`config.mk`:
```
export PLATFORM = sky130hd
export DESIGN_NAME = pic_priority_resolver_n
export DESIGN_NICKNAME = d
export VERILOG_FILES = /design/src/rtl/pic_priority_resolver_n.sv
export SDC_FILE = /design/constraint.sdc
export NUM_CORES = 1
export LEC_CHECK = 0
export CORE_MARGIN = 1.5
export CORE_UTILIZATION = 60
export DETAILED_ROUTE_END_ITERATION = 10
export PLACE_DENSITY = 0.92
export SYNTH_ARGS = -nofsm -noshare
export SYNTH_HDL_FRONTEND = slang
export SYNTH_SLANG_ARGS = --single-unit
```
`constraint.sdc`:
```
create_clock -name clk -period 6.3 [get_ports clk]
set_clock_uncertainty 0.05 [all_clocks]
set_input_delay 1.26 -clock clk [delete_from_list [all_inputs] [get_ports clk]]
set_output_delay 1.26 -clock clk [all_outputs]
set_load 0.02 [all_outputs]
```
`src/rtl/pic_priority_resolver_n.sv`:
```
// pic_priority_resolver_n
//
// Priority resolver for a programmable interrupt controller. It latches requests into
// IRR, tracks in-service levels in ISR, and resolves the highest-priority eligible
// request with fully nested priority. Priority is cyclic from the lowest-priority
// pointer lp. A two-strobe INTA handshake returns the vector. Both specific and
// non-specific EOI are supported, as are auto-EOI and automatic rotation.
//
// Parameters:
//   N_IRQ  number of request lines (2..32)
//   LTIM   trigger mode: 0 = edge, 1 = level
//
// Ports:
//   clk, rst_n     clock (rising edge), asynchronous active-low reset
//   ir             raw interrupt request lines
//   imr            request mask, 1 = masked
//   eoi            one-cycle EOI strobe
//   eoi_specific   1 = specific EOI on eoi_level, 0 = non-specific
//   eoi_level      target level of a specific EOI
//   aeoi           auto-EOI enable
//   rot_mode       automatic-rotation enable
//   vec_base       vector base, bits [7:W] form the upper vector bits
//   inta_n         active-low acknowledge, synchronous to clk
//   int_o          interrupt request to the CPU
//   vector         acknowledged vector, held while vector_valid is low
//   vector_valid   one-cycle qualifier for vector
//   irr_o, isr_o   IRR and ISR register contents
module pic_priority_resolver_n #(
    parameter int unsigned N_IRQ = 8,
    parameter int unsigned LTIM  = 0,
    localparam int unsigned W    = $clog2(N_IRQ)
) (
    input  logic             clk,
    input  logic             rst_n,
    input  logic [N_IRQ-1:0] ir,
    input  logic [N_IRQ-1:0] imr,
    input  logic             eoi,
    input  logic             eoi_specific,
    input  logic [W-1:0]     eoi_level,
    input  logic             aeoi,
    input  logic             rot_mode,
    input  logic [7:0]       vec_base,
    input  logic             inta_n,
    output logic             int_o,
    output logic [7:0]       vector,
    output logic             vector_valid,
    output logic [N_IRQ-1:0] irr_o,
    output logic [N_IRQ-1:0] isr_o
);

    typedef enum logic {StIdle, StAck1} state_e;

    localparam logic [N_IRQ-1:0] One     = N_IRQ'(1);
    localparam logic [W-1:0]     LastLvl = W'(N_IRQ - 1);

    state_e           state_q, state_d;
    logic [N_IRQ-1:0] irr_q, irr_d;
    logic [N_IRQ-1:0] isr_q, isr_d;
    logic [N_IRQ-1:0] ir_q;
    logic [W-1:0]     lp_q, lp_d;
    logic [W-1:0]     win_q, win_d;
    logic             spur_q, spur_d;
    logic             inta_n_q;
    logic [7:0]       vector_q, vector_d;
    logic             vector_valid_q, vector_valid_d;

    logic             inta_strobe;
    logic [N_IRQ-1:0] isr_set, isr_clr, ack_clr;

    // Priority scan results
    logic [W-1:0]     lvl;
    logic             blocked;
    logic             have_win;
    logic [W-1:0]     win_lvl;
    logic             isr_found;
    logic [W-1:0]     isr_top;

    // Low vector bits come from win, so these base bits are not used.
    logic unused_vec_base;
    assign unused_vec_base = ^vec_base[W-1:0];

    // Walk levels from highest to lowest priority. The first in-service level found
    // blocks every level below it, which gives fully nested behaviour.
    always_comb begin
        lvl       = '0;
        blocked   = 1'b0;
        have_win  = 1'b0;
        win_lvl   = '0;
        isr_found = 1'b0;
        isr_top   = '0;
        for (int k = 0; k < int'(N_IRQ); k++) begin
            lvl = W'((int'(lp_q) + 1 + k) % int'(N_IRQ));
            if (!blocked) begin
                if (isr_q[lvl]) begin
                    blocked   = 1'b1;
                    isr_found = 1'b1;
                    isr_top   = lvl;
                end else if (!have_win && irr_q[lvl] && !imr[lvl]) begin
                    have_win = 1'b1;
                    win_lvl  = lvl;
                end
            end
        end
    end

    assign inta_strobe = inta_n_q & ~inta_n;

    always_comb begin
        state_d        = state_q;
        win_d          = win_q;
        spur_d         = spur_q;
        lp_d           = lp_q;
        vector_d       = vector_q;
        vector_valid_d = 1'b0;
        isr_set        = '0;
        isr_clr        = '0;
        ack_clr        = '0;

        unique case (state_q)
            StIdle: begin
                if (inta_strobe) begin
                    state_d = StAck1;
                    if (have_win) begin
                        win_d   = win_lvl;
                        spur_d  = 1'b0;
                        isr_set = One << win_lvl;
                        ack_clr = One << win_lvl;
                    end else begin
                        win_d  = LastLvl;
                        spur_d = 1'b1;
                    end
                end
            end
            StAck1: begin
                if (inta_strobe) begin
                    state_d        = StIdle;
                    vector_d       = {vec_base[7:W], win_q};
                    vector_valid_d = 1'b1;
                    if (aeoi && !spur_q) begin
                        isr_clr = isr_clr | (One << win_q);
                        if (rot_mode) begin
                            lp_d = win_q;
                        end
                    end
                end
            end
            default: state_d = StIdle;
        endcase

        // EOI applies in any state. A coincident auto-EOI of the same level only
        // clears the same bit and writes the same lp value.
        if (eoi) begin
            if (eoi_specific) begin
                if (int'(eoi_level) < int'(N_IRQ)) begin
                    isr_clr = isr_clr | (One << eoi_level);
                    if (rot_mode) begin
                        lp_d = eoi_level;
                    end
                end
            end else if (isr_found) begin
                isr_clr = isr_clr | (One << isr_top);
                if (rot_mode) begin
                    lp_d = isr_top;
                end
            end
        end

        isr_d = (isr_q & ~isr_clr) | isr_set;

        if (LTIM != 0) begin
            irr_d = ir & ~ack_clr;
        end else begin
            // A fresh edge wins over the acknowledge clear of the same bit.
            irr_d = (irr_q & ir & ~ack_clr) | (ir & ~ir_q);
        end
    end

    always_ff @(posedge clk or negedge rst_n) begin
        if (!rst_n) begin
            state_q        <= StIdle;
            irr_q          <= '0;
            isr_q          <= '0;
            ir_q           <= '0;
            lp_q           <= LastLvl;
            win_q          <= '0;
            spur_q         <= 1'b0;
            inta_n_q       <= 1'b1;
            vector_q       <= '0;
            vector_valid_q <= 1'b0;
        end else begin
            state_q        <= state_d;
            irr_q          <= irr_d;
            isr_q          <= isr_d;
            ir_q           <= ir;
            lp_q           <= lp_d;
            win_q          <= win_d;
            spur_q         <= spur_d;
            inta_n_q       <= inta_n;
            vector_q       <= vector_d;
            vector_valid_q <= vector_valid_d;
        end
    end

    assign int_o        = have_win;
    assign vector       = vector_q;
    assign vector_valid = vector_valid_q;
    assign irr_o        = irr_q;
    assign isr_o        = isr_q;

endmodule

```
==> metrics.md <==
| Metric | Value |
|---|---|
| Pin count of the biggest net entering global routing | 43 |
| Worst slack, placed | 0.818 ns |
| DRT iter0 DRCs | 332 |
| Worst-Margin Slew | 0.897 ns |
| Final min period | 5.69 ns |
| Vias in the first global route | 3595 |
| CTS tree | yes |
| Ys async rst share | 100% |
| Crit path DAT | 4.38 ns |
| EDFF count, synth | 0 |
| Share of layout cells above drive strength 1 | 16.3% |
| DP HPWL | ~8400 um |
| Post-cts resize count | 0 |
| Maxcap violations | 0 |
| FILL cells | 447 |
| Main synth FF type | dfrtp_1 |
| RSZ-0062 raised after global routing | false |
| Post-route antenna net violation count | 0 |
| Slack of the worst reg-to-reg path | 1.98 ns |
| I/O pin total | 60 |
| Fin nets | 485 |
| Most common cell after layout, fill and taps aside | clkdlybuf4s50_1 |
| Antenna diodes | 0 |
| Area grow syn2layout | 17.7% |
| Worst hold path class | register to register |
| Worst r2r src | lp_q[0] |
| Hold-fix buffers, CTS | 0 |
| Clock Sink Count | 42 |
| Crit path launch | lp_q[0] |
| Site Rows | 29 |
| Syn Std Cell Area | a little under 4000 um^2 |
| Final worst-path cycle share | 90.3% |
| Max Slew Vio Count | 0 |
| Initial cell density of the core | between 60 and 70% |
| CP Cell Sequence | inv_2 > ha_1 > buf_4 > mux4_2 > mux2i_2 > nand4_4 > nor3_1 > a21oi_1 > nand3_1 > clkdlybuf4s50_1 |
| Routed vias/inst | just over 7 |
| Outcome | complete, no violations |
| Core ar. | 6280 um^2 |
| WL final | 11200 um |
| Yosys warns | 0 |
| Syn Inst Count | slightly below 400 |
| Clk root buf | clkbuf_8 |
| Die height | 83.3 um |
| Critical Path End | int_o |
| Via count | 3780 |
| Worst R2R Path Depth | 12 |
| Inserted Clock Buffers | 5 |
| Die X-Extent | ~83 um |
| Initial DRT Pass Iterations | 5 |
| RR Endpoint | irr_o[5] |
| Most frequent cells in the layout | 55 x clkdlybuf4s50_1, 38 x dfrtp_1, 30 x nand2_1 |
| Setup CP Type | register to primary output |
| Count of cell types in the netlist | 80 |
| Setup Total Neg Slack | 0 ns |
| Antenna violations before repair | 0 |
| Minimum hold slack | 0.413 ns |
| CP startpoint kind | register |
| Gr ovfl total | 0 |
| Post-CTS Setup Inserts | 0 |
| First-pass GRT wire length | 18200 um |
| Sequential-to-total area share from yosys stat | 27.3% |
| F_max | 176 MHz |
| Syn avg cell area | 9.75 um^2 |
| Clock slew at reported path FFs | 0.08 ns |
| H-tree depth | 2 |
| Largest stage delay on the critical path | around 0.64 ns |
| Setup slack after layout | 0.613 ns |
| PortBufs | 56 |
| Post-synthesis register bit count | 42 |
| Die area | just under 7000 um^2 |
| Clk Latency, worst-skew pair | between 0.2 and 0.3 ns |
| Slew headroom | 40.2% |
| Largest fanout on the critical path | 24 |
| GRT Overall Usage | 32.4% |
| Synth Net Count | 435 |
| Longest Clk Path Bufs | 2 |
| Critical Path RT | ~5.0 ns |
| DRC violations left | 0 |
| Setup violators final | 0 |
| CP max-delay cell | clkdlybuf4s50_1 |
| Wire per inst | between 20 and 25 um |
| Hold Violations, Final | 0 |
| Critical path endpoint category | primary output |
| Gpl congestion | just over 0.9 |
[registers in the layout (all words and copies together) (netlist names)]
register      count
ir_q              8
irr_o             8
isr_o             8
vector            8
lp_q              3
win_q             3
inta_n_q          1
spur_q            1
state_q           1
vector_valid      1
[worst min path at each step]
stage                 start  endpoint  slack, ns  cells after the start
detailed placement  ir_q[1]  irr_o[1]       0.40                      1
global placement    ir_q[3]  irr_o[3]       0.38                      1
CTS                 ir_q[3]  irr_o[3]       0.41                      1
finish              ir_q[3]  irr_o[3]       0.41                      1
global route        ir_q[3]  irr_o[3]       0.44                      1
floorplan           ir_q[1]  irr_o[1]       0.38                      1
[worst max-delay path, delay by kind of cell (launching register included)]
family          cells  cell delay [ns]
buf+inv             3             1.08
mux                 2             0.82
compound gates      1             0.20
simple gates        3             0.90
fa+ha+maj           1             0.48
flops               1             0.58
[routing by layer]
metal	part of all wire, %	global-route usage (%)	up-vias
met5	0	0	-
met4	2.1	11.2	0
met3	8.9	3.28	26
met2	48	51.7	241
met1	41	46.5	1859
li1	-	-	1654
[Yosys cell counts (5+ instances only)]
library cell   n  area share, %
a31oi_1        6           0.97
nand3_1       11            1.4
inv_1         15            1.5
mux2_2        18            5.2
o211ai_1       8            1.6
nor2_1        21            2.0
nand2b_1      13            2.1
and2_1         7            1.1
nor2b_1       10            1.6
mux2i_1       19            4.9
a41oi_1        6            1.4
dfrtp_1       38             25
o21ai_1        5           0.65
o31ai_1        9            1.7
buf_2          5           0.65
a221oi_1       5            1.1
o21ai_0       21            2.7
clkbuf_1       6           0.58
nor3_1        10            1.3
nand2_1       30            2.9
mux4_2        19             11
a21oi_1       11            1.4
[cells by family after synthesis]
logic type | synth area share (%)
simple gates | 18.1
compound gates | 23.9
mux | 22.1
flops | 27.3
buf+inv | 4.43
xor+xnor | 2.84
fa+ha+maj | 1.29
[area by class of cell]
class | count | area [um^2] | share of cell area (%)
well taps | 77 | 96.3 | 2.11
multi-input cells | 319 | 2640 | 58.0
inverters | 17 | 63.8 | 1.40
repair buffers | 62 | 601 | 13.2
clock inverters | 2 | 12.5 | 0.275
flip-flops and latches | 42 | 1060 | 23.2
clock buffers | 6 | 82.6 | 1.81
[through the flow]
step	cell area, um^2	std cells	util (%)
final	4560	525	72.6
after global routing	4560	525	72.6
after CTS	4560	525	72.6
after detailed placement	4460	517	71.1
after global placement	4460	517	71.1
after floorplan	3870	397	-
Power is not shown: default switching activity piles up to over one toggle a cycle in this logic, so the estimate is an artifact.
